==> config.mk <==
export PLATFORM = sky130hd
export DESIGN_NAME = seven_segment_scan_controller
export DESIGN_NICKNAME = d
export VERILOG_FILES = /design/src/rtl/seven_segment_scan_controller_pkg.sv /design/src/rtl/seven_segment_scan_controller_decoder.sv /design/src/rtl/seven_segment_scan_controller.sv
export SDC_FILE = /design/constraint.sdc
export NUM_CORES = 1
export LEC_CHECK = 0
export ABC_AREA = 1
export CAP_MARGIN = 10
export CORE_MARGIN = 2
export CORE_UTILIZATION = 45
export DETAILED_ROUTE_END_ITERATION = 10
export PLACE_DENSITY = 0.76
export SYNTH_ARGS = -nofsm -noshare
export SYNTH_HDL_FRONTEND = slang
export SYNTH_SLANG_ARGS = --single-unit
==> constraint.sdc <==
create_clock -name clk -period 3.6 [get_ports clk]
set_input_delay 0.36 -clock clk [delete_from_list [all_inputs] [get_ports clk]]
set_output_delay 0.36 -clock clk [all_outputs]
set_load 0.03 [all_outputs]
==> src/rtl/seven_segment_scan_controller_pkg.sv <==
// Shared definitions for the seven-segment scan controller: digit register
// field layout, reset/blank values and the scan state encoding.
package seven_segment_scan_controller_pkg;

    localparam int HEX_LSB   = 0;
    localparam int HEX_MSB   = 3;
    localparam int BLANK_BIT = 4;
    localparam int DP_BIT    = 5;
    localparam int REG_W     = 6;

    localparam logic [7:0] DIGIT_RESET = 8'h10;
    localparam logic [6:0] SEG_OFF     = 7'h7F;

    typedef enum logic [1:0] {
        IDLE,
        DRIVE,
        GUARD
    } scan_state_e;

endpackage

==> src/rtl/seven_segment_scan_controller_decoder.sv <==
// Hex nibble to active-low seven-segment pattern {g,f,e,d,c,b,a}.
module Hexadecimal_To_Seven_Segment
    import seven_segment_scan_controller_pkg::*;
(
    input  logic [3:0] hex_i,
    output logic [6:0] seg_n_o
);

    always_comb begin
        seg_n_o = SEG_OFF;
        case (hex_i)
            4'h0: seg_n_o = 7'h40;
            4'h1: seg_n_o = 7'h79;
            4'h2: seg_n_o = 7'h24;
            4'h3: seg_n_o = 7'h30;
            4'h4: seg_n_o = 7'h19;
            4'h5: seg_n_o = 7'h12;
            4'h6: seg_n_o = 7'h02;
            4'h7: seg_n_o = 7'h78;
            4'h8: seg_n_o = 7'h00;
            4'h9: seg_n_o = 7'h10;
            4'hA: seg_n_o = 7'h08;
            4'hB: seg_n_o = 7'h03;
            4'hC: seg_n_o = 7'h46;
            4'hD: seg_n_o = 7'h21;
            4'hE: seg_n_o = 7'h06;
            4'hF: seg_n_o = 7'h0E;
            default: seg_n_o = SEG_OFF;
        endcase
    end

endmodule

==> src/rtl/seven_segment_scan_controller.sv <==
// Multiplexed common-anode display driver: per-digit registers behind a small
// slave port, one shared decoder, and a DRIVE/GUARD scan with dead time.
module seven_segment_scan_controller
    import seven_segment_scan_controller_pkg::*;
#(
    parameter int NUM_DIGITS   = 8,
    parameter int SCAN_DIV     = 50000,
    parameter int GUARD_CYCLES = 16
) (
    input  logic                  clk,
    input  logic                  reset,
    input  logic                  enable,
    input  logic [2:0]            address,
    input  logic                  write,
    input  logic [7:0]            writedata,
    input  logic                  read,
    output logic [7:0]            readdata,
    output logic [NUM_DIGITS-1:0] digit_sel_n,
    output logic [6:0]            seg_n,
    output logic                  dp_n,
    output logic [2:0]            scan_index
);

    localparam int CNT_MAX = (SCAN_DIV > GUARD_CYCLES) ? SCAN_DIV : GUARD_CYCLES;
    localparam int CNT_W   = (CNT_MAX > 2) ? $clog2(CNT_MAX) : 1;
    localparam logic [CNT_W-1:0] SCAN_LAST  = CNT_W'(SCAN_DIV - 1);
    localparam logic [CNT_W-1:0] GUARD_LAST = CNT_W'(GUARD_CYCLES - 1);
    localparam logic [2:0]       LAST_DIGIT = 3'(NUM_DIGITS - 1);

    logic [REG_W-1:0]      digit_q [NUM_DIGITS];
    logic [REG_W-1:0]      digit_d [NUM_DIGITS];
    logic [7:0]            readdata_q;
    logic [7:0]            readNext;

    scan_state_e           state_q;
    logic [CNT_W-1:0]      cnt_q;
    logic [2:0]            scan_index_q;
    logic [NUM_DIGITS-1:0] digit_sel_n_q;
    logic [6:0]            seg_n_q;
    logic                  dp_n_q;

    logic [REG_W-1:0]      curDigit;
    logic [6:0]            decSeg;
    logic                  wdataUnused;

    assign wdataUnused = ^writedata[7:6];

    // Out-of-range addresses match no loop index, so writes drop and reads return 0.
    always_comb begin
        digit_d  = digit_q;
        readNext = '0;
        for (int i = 0; i < NUM_DIGITS; i++) begin
            if (write && address == 3'(i)) begin
                digit_d[i] = writedata[REG_W-1:0];
            end
            if (address == 3'(i)) begin
                readNext = {2'b00, digit_q[i]};
            end
        end
    end

    always_ff @(posedge clk or posedge reset) begin
        if (reset) begin
            for (int i = 0; i < NUM_DIGITS; i++) begin
                digit_q[i] <= DIGIT_RESET[REG_W-1:0];
            end
            readdata_q <= '0;
        end else begin
            digit_q <= digit_d;
            if (read) begin
                readdata_q <= readNext;
            end
        end
    end

    always_comb begin
        curDigit = '0;
        for (int i = 0; i < NUM_DIGITS; i++) begin
            if (scan_index_q == 3'(i)) begin
                curDigit = digit_q[i];
            end
        end
    end

    Hexadecimal_To_Seven_Segment u_decoder (
        .hex_i   (curDigit[HEX_MSB:HEX_LSB]),
        .seg_n_o (decSeg)
    );

    // Outputs are computed from the current state, so they trail state entry by one edge.
    always_ff @(posedge clk or posedge reset) begin
        if (reset) begin
            state_q       <= IDLE;
            cnt_q         <= '0;
            scan_index_q  <= '0;
            digit_sel_n_q <= '1;
            seg_n_q       <= SEG_OFF;
            dp_n_q        <= 1'b1;
        end else if (!enable) begin
            state_q       <= IDLE;
            cnt_q         <= '0;
            scan_index_q  <= '0;
            digit_sel_n_q <= '1;
            seg_n_q       <= SEG_OFF;
            dp_n_q        <= 1'b1;
        end else begin
            case (state_q)
                IDLE: begin
                    digit_sel_n_q <= '1;
                    seg_n_q       <= SEG_OFF;
                    dp_n_q        <= 1'b1;
                    state_q       <= DRIVE;
                    cnt_q         <= '0;
                    scan_index_q  <= '0;
                end
                DRIVE: begin
                    digit_sel_n_q <= ~(NUM_DIGITS'(1) << scan_index_q);
                    seg_n_q       <= curDigit[BLANK_BIT] ? SEG_OFF : decSeg;
                    dp_n_q        <= curDigit[BLANK_BIT] | ~curDigit[DP_BIT];
                    if (cnt_q == SCAN_LAST) begin
                        state_q <= GUARD;
                        cnt_q   <= '0;
                    end else begin
                        cnt_q <= cnt_q + CNT_W'(1);
                    end
                end
                GUARD: begin
                    digit_sel_n_q <= '1;
                    seg_n_q       <= SEG_OFF;
                    dp_n_q        <= 1'b1;
                    if (cnt_q == GUARD_LAST) begin
                        state_q      <= DRIVE;
                        cnt_q        <= '0;
                        scan_index_q <= (scan_index_q == LAST_DIGIT) ? 3'd0 : scan_index_q + 3'd1;
                    end else begin
                        cnt_q <= cnt_q + CNT_W'(1);
                    end
                end
                default: begin
                    state_q       <= IDLE;
                    cnt_q         <= '0;
                    scan_index_q  <= '0;
                    digit_sel_n_q <= '1;
                    seg_n_q       <= SEG_OFF;
                    dp_n_q        <= 1'b1;
                end
            endcase
        end
    end

    assign readdata    = readdata_q;
    assign digit_sel_n = digit_sel_n_q;
    assign seg_n       = seg_n_q;
    assign dp_n        = dp_n_q;
    assign scan_index  = scan_index_q;

endmodule

# [Word level (Yosys, flattened, before mapping)]
# Memory sizes are Yosys's and may differ from the RTL's.
# Index checks and enable logic that the tools add are counted.
[totals] in_bits=16 register_bits=93 memories=1 mem_bits_ro=112
[classes] eq_ne=21 mux=35 n_reduce_logical=13 shift=1 add_sub_neg=2 n_bitwise=3
[memory_table] memory="(name not given)" depth=16 word_bits=7 rd=1 rd_clocked_by_memory_dff=0 write_ports=0 line_no="seven_segment_scan_controller_decoder.sv:11" rtl="case (hex_i)"
[ops] op="$mux W8" count=9
[ops] op="$mux W6" count=9
[ops] op="$mux W16" count=3
[ops] op="$pmux W16 S2" count=1
[ops] op="$eq A3 B3 Y1 const B" count=8
[ops] op="$mux W7" count=3
[ops] op="$add A16 B1 Y16 const B" count=1
[ops] op="$eq A16 B16 Y1 const B" count=1
[ops] op="$eq A16 B4 Y1 const B" count=1
[ops] op="$eq A3 B2 Y1 const B" count=4
[ops] op="$mux W3" count=3
[ops] op="$logic_and A1 B1 Y1" count=8
[ops] op="$not A8 Y8" count=1
[ops] op="$shl A1 B3 Y8 const A" count=1
[ops] op="$eq A3 B1 Y1 const B" count=2
[ops] op="$logic_not A3 Y1" count=2
[ops] op="$mux W2" count=3
[ops] op="$ne A3 B3 Y1 const B" count=2
[ops] op="$pmux W2 S3" count=1
[ops] op="$pmux W3 S2" count=1
[ops] op="$reduce_and A2 Y1" count=2
[ops] op="$add A3 B1 Y3 const B" count=1
[ops] op="$eq A2 B1 Y1 const B" count=1
[ops] op="$eq A2 B2 Y1 const B" count=1
[ops] op="5 further kinds" count=6

# [Depth between registers and ports, before layout]
[depth] word_depth=13 mapped_depth=18

# [Cells and area by module]
# Synthesis repeated with hierarchy kept, for this count alone.
[unflattened] cells_unflattened=683 hier_area_um2=5268.8
[by_module_without_submodules] mod="seven_segment_scan_controller" n_inst=1 cells_per_inst=634 area_each_um2=4994.8 seq_area_each_um2=2307.2
[by_module_without_submodules] mod="Hexadecimal_To_Seven_Segment" n_inst=1 cells_per_inst=49 area_each_um2=274.0 seq_area_each_um2=0.0

# [Worst setup path before layout]
# Ideal clock, no wire load.
[synth_timing] path_type="reg-to-reg" startpoint="register scan_index_q[0] (netlist: scan_index[0])" endpoint="register seg_n_q[3] (netlist: seg_n[3])" setup_slack_ps=1329 required_ps=3536 t_arrival_ps=2207 period_less_slack_ps=2271 n_path_buf=0 stages_incl_launch_ff=16 path_cell_list="dfrtp_1 ha_1 ha_1 inv_1 o21ai_0 inv_1 nand2_1 nand2_1 nand2_1 a21boi_2 ha_1 inv_1 nand2_1 nand2_1 nand2_1 nand3_1"
[synth_between] elab_chain_len=13 word_cells_on_any_way=20
[synth_lines] item="start, declared" line_no="seven_segment_scan_controller.sv:37" rtl="logic [2:0] scan_index_q;"
[synth_lines] item="start signal, assigned" line_no="seven_segment_scan_controller.sv:134" rtl="scan_index_q <= (scan_index_q == LAST_DIGIT) ? 3'd0 : scan_index_q + 3'd1;"
[synth_lines] item="$logic_not A3 Y1" line_no="seven_segment_scan_controller.sv:79" rtl="if (scan_index_q == 3'(i)) begin"
[synth_lines] item="$mux W6 (7 in a row)" line_no="seven_segment_scan_controller.sv:79"
[synth_lines] item="$mux W6 *" line_no="seven_segment_scan_controller.sv:79"
[synth_lines] item="$mem_v2 Z16 W7"
[synth_lines] item="$mux W7 *" line_no="seven_segment_scan_controller.sv:118" rtl="seg_n_q <= curDigit[BLANK_BIT] ? SEG_OFF : decSeg;"
[synth_lines] item="$mux W7 *" line_no="seven_segment_scan_controller.sv:107" rtl="case (state_q)"
[synth_lines] item="$mux W7 *" line_no="seven_segment_scan_controller.sv:99" rtl="end else if (!enable) begin"
[synth_lines] item="end signal, assigned" line_no="seven_segment_scan_controller.sv:118"
[synth_lines] item="end, declared" line_no="seven_segment_scan_controller.sv:39" rtl="logic [6:0] seg_n_q;"
# Every way passes the cells marked *; elsewhere a longest branch is shown, timed or not.
# A chain may end at the register's enable or synchronous reset.

# [Worst setup path after layout]
[layout_timing] startpoint="register scan_index_q[2] (netlist: scan_index[2])" endpoint="register seg_n_q[4] (netlist: seg_n[4])"
# The elaborated chain is that of the path after synthesis.

==> flow_metrics.py <==
metrics = {
    "setup_path": {
        "crit_fanout": 9,
        "rrSetupSlack_ps": 940,
        "r2r_start": "scan_index[2]",
        "worstPathRequired_ps": 3910,
        "critPathCaptureType": "register",
        "r2r-end": "seg_n[4]",
        "worstSetupStartpointType": "register",
        "r2r_cells": 15,
        "critical_path_class": "register to register",
        "cp_data_arrival_time_ps": 2970,
    },
    "clock_tree": {
        "clkTransAtPathRegs_ps": 90,
        "cts_tree": "built",
        "post_cts_resized": 0,
        "ctsHoldBuffers": 0,
        "insertion_delay_ps": 370,
        "cts_max_path_buffers": 2,
        "clock-sinks": 91,
        "cts_root_buf": "clkbuf_8",
        "cts_setup_buffers": 0,
        "htree_levels": 3,
        "cts_buffers": 9,
    },
    "synth": {
        "synth.top_cells.by_area": "dfrtp_1 (34%), nand2_1 (15%), dfstp_2 (13%)",
        "synth-compound-area-share_pct": 11.40,
        "syn_area_per_cell_um2": 7.887,
        "synth_area_um2": 4961,
        "synthArstFlopShare_pct": 100.0,
        "syn_inst": 629,
        "netlist.area_leader.share_pct": 33.80,
        "yosys_warnings": 0,
        "synth_top_family_by_area": "simple AND/OR/NAND/NOR gates",
        "yosysUniqueCellTypes": 43,
        "synthSimpleGateAreaFrac_pct": 28.35,
        "synthMuxAreaShare_pct": 0,
        "yosysTopAreaCell": "dfrtp_1",
        "synth_edf_count": 0,
        "synth_fa_ha_area_share_pct": 4.288,
        "post-synth-top-count-cell": "nand2_1",
        "synth_flop_cell": "dfrtp_1",
        "ys_seq_area_share_pct": 46.51,
        "synth-xor-area-share_pct": 1.765,
        "ys_ff_latch": 91,
        "synthTopCellsByCount": "nand2_1 (193), dfrtp_1 (67), inv_1 (66), o21ai_0 (55), nor2_1 (46)",
    },
    "global_route": {
        "top_usage_layer": "met2",
        "grt_use_total_pct": 20.97,
        "grt_antenna_before_repair": 0,
        "grt_use_met3_pct": 3.945,
        "use_met1_pct": 26.85,
        "grt_max_degree": 48,
        "grtUsageMet2_pct": 34.78,
        "grt_pass1_wl_um": 19330,
        "grt_remaining_overflow": 0,
        "grt_pass1_vias": 4127,
    },
    "power_and_ir_drop": {
        "p_sw_uw": 990.1,
        "p_sw_share_pct": 34.06,
        "power_frac_comb_pct": 28.1,
        "powerDensity_nw_per_um2": 513.6,
        "peakVddDrop_mv": 0.2207,
        "clkPwrFrac_pct": 27.0,
        "p_int_mw": 1.916,
        "p_seq_share_pct": 44.9,
        "leakagePower_nw": 2.650,
    },
    "layout": {
        "fill_cells": 1003,
        "areaGrowthSynthToFinish_pct": 14.07,
        "fin_nets": 695,
        "seqCellArea_um2": 2307,
        "utilization_pct": 52.43,
        "multiInputGateArea_um2": 2280,
        "diodes": 0,
        "drive_gt1_share_pct": 11.99,
    },
    "timing": {
        "fin_worst_skew_ps": 8.790,
        "period_share_pct": 73.99,
        "timing.hold.ws_ps": 436.5,
        "rsz0062_at_grt": "false",
        "max_freq_mhz": 375.4,
        "slew_violations": 0,
        "tightest_slew_ps": 800.1,
        "setup_violations": 0,
        "fin_setup_tns_ps": 0,
        "fin_ws_ps": 936.3,
        "hold_viol_final": 0,
        "slew-limit-headroom_pct": 46.60,
        "layout_min_cycle_time_ps": 2664,
    },
    "placed_design": {
        "hpwl_um": 8389,
        "pre_cts_slack_ps": 1017,
        "place_congestion": 0.9260,
        "portBuffers": 38,
    },
    "die": {
        "start_util_pct": 45.97,
        "rows": 38,
        "die_w_um": 109.0,
        "die_h_um": 109.0,
        "ios": 43,
        "core-area_um2": 10790,
        "die_area_um2": 11880,
    },
    "detailed_routing": {
        "vias": 4164,
        "avgRoutedWirePerCell_um": 13.88,
        "drtIter0Drc": 211,
        "drc_errors": 0,
        "wirelength_um": 11200,
        "antenna_left": 0,
        "vias_per_cell": 5.160,
        "first_pass_iters": 6,
    },
    "run_status": {
        "status": "completed",
    },
    "flow_run": {
        "cap_violations": 0,
    },
    "min_path": {
        "hold_class": "input pin to asynchronous set/reset pin",
    },
}
-- registers in the layout (all words and copies together) (netlist names) --
name / flops
scan_index: 3
readdata: 6
dp_n: 1
cnt_q: 16
seg_n: 7
digit_q: 48
digit_sel_n: 8
state_q: 2
-- worst max-delay path: stages (launching register included) --
cell and delay, ps:
dfrtp_1 560, inv_4 150, ha_1 290, inv_1 210, o21ai_1 120, inv_1 50
nand2_1 70, nand2_1 50, nand2_1 50, nand2_1 100, a21boi_2 270, ha_1 260
nand3_1 160, inv_1 80, nand2_1 70, nand3_1 110
-- layout make-up --
class / instances / share of cell area [%]
Clock buffer: 12 / 2.742
Clock inverter: 4 / 1.282
Inverter: 72 / 4.842
Multi-Input combinational cell: 448 / 40.28
Sequential cell: 91 / 40.77
Tap cell: 140 / 3.095
Timing Repair Buffer: 40 / 6.987
-- placed cells by master, fill, tap and decap left out, types with 3 or more instances in the layout --
| cell type | n |
|---|---|
| dfrtp_1 | 67 |
| o21ai_0 | 55 |
| nor3_1 | 4 |
| xnor2_1 | 4 |
| nand2_2 | 8 |
| dfstp_2 | 24 |
| xor2_1 | 6 |
| nand2_1 | 193 |
| nor3_2 | 3 |
| clkdlybuf4s50_1 | 38 |
| nor2_2 | 8 |
| o21ai_1 | 5 |
| ha_1 | 17 |
| nor2_1 | 46 |
| o211ai_1 | 6 |
| nand3_1 | 45 |
| nand4_1 | 7 |
| clkbuf_8 | 11 |
| inv_1 | 65 |
| a21oi_1 | 12 |
| o2111ai_1 | 3 |
| inv_2 | 5 |
-- metal layers --
metal / up-vias / share of wire [%]
li1: 2078 / -
met1: 1973 / 45
met2: 91 / 49
met3: 22 / 3.8
met4: 0 / 2.4
met5: - / 0
-- power groups by stage --
stage               combinational (mW)  sequential [mW]  clock [mW]
finish                           0.817             1.31       0.785
detailed placement               0.812             1.32           0
global placement                 0.788             1.32           0
CTS                              0.817             1.30       0.806
global route                     0.928             1.33       0.849
floorplan                        0.517             1.38           0
-- through the flow --
| step | total power, mW | std cells | instance area, µm² |
|---|---|---|---|
| 5_1_grt | 3.106 | 807 | 5659 |
| 6_report | 2.907 | 807 | 5659 |
| 3_3_place_gp | 2.105 | 791 | 5431 |
| 2_1_floorplan | 1.893 | 630 | 4965 |
| 4_1_cts | 2.925 | 807 | 5659 |
| 3_5_place_dp | 2.134 | 791 | 5431 |
-- worst max path at each step --
stage                     cells after the start          start       end  slack [ps]
final                                        15  scan_index[2]  seg_n[4]         940
after global routing                         15  scan_index[2]  seg_n[4]         660
after CTS                                    15  scan_index[2]  seg_n[4]         980
after detailed placement                     15  scan_index[2]  seg_n[3]        1020
after global placement                       15  scan_index[2]  seg_n[3]        1090
after floorplan                               1          reset  cnt_q[0]         920
-- kinds of logic (layout without fill, tap and decap cells) --
group / Yosys count / count (layout)
flops: 91 / 91
other cells: 1 / 2
simple gates: 323 / 323
xor+xnor: 10 / 10
fa+ha+maj: 17 / 17
buf+inv: 91 / 128
compound gates: 96 / 96
(Power assumes the default switching activity.)
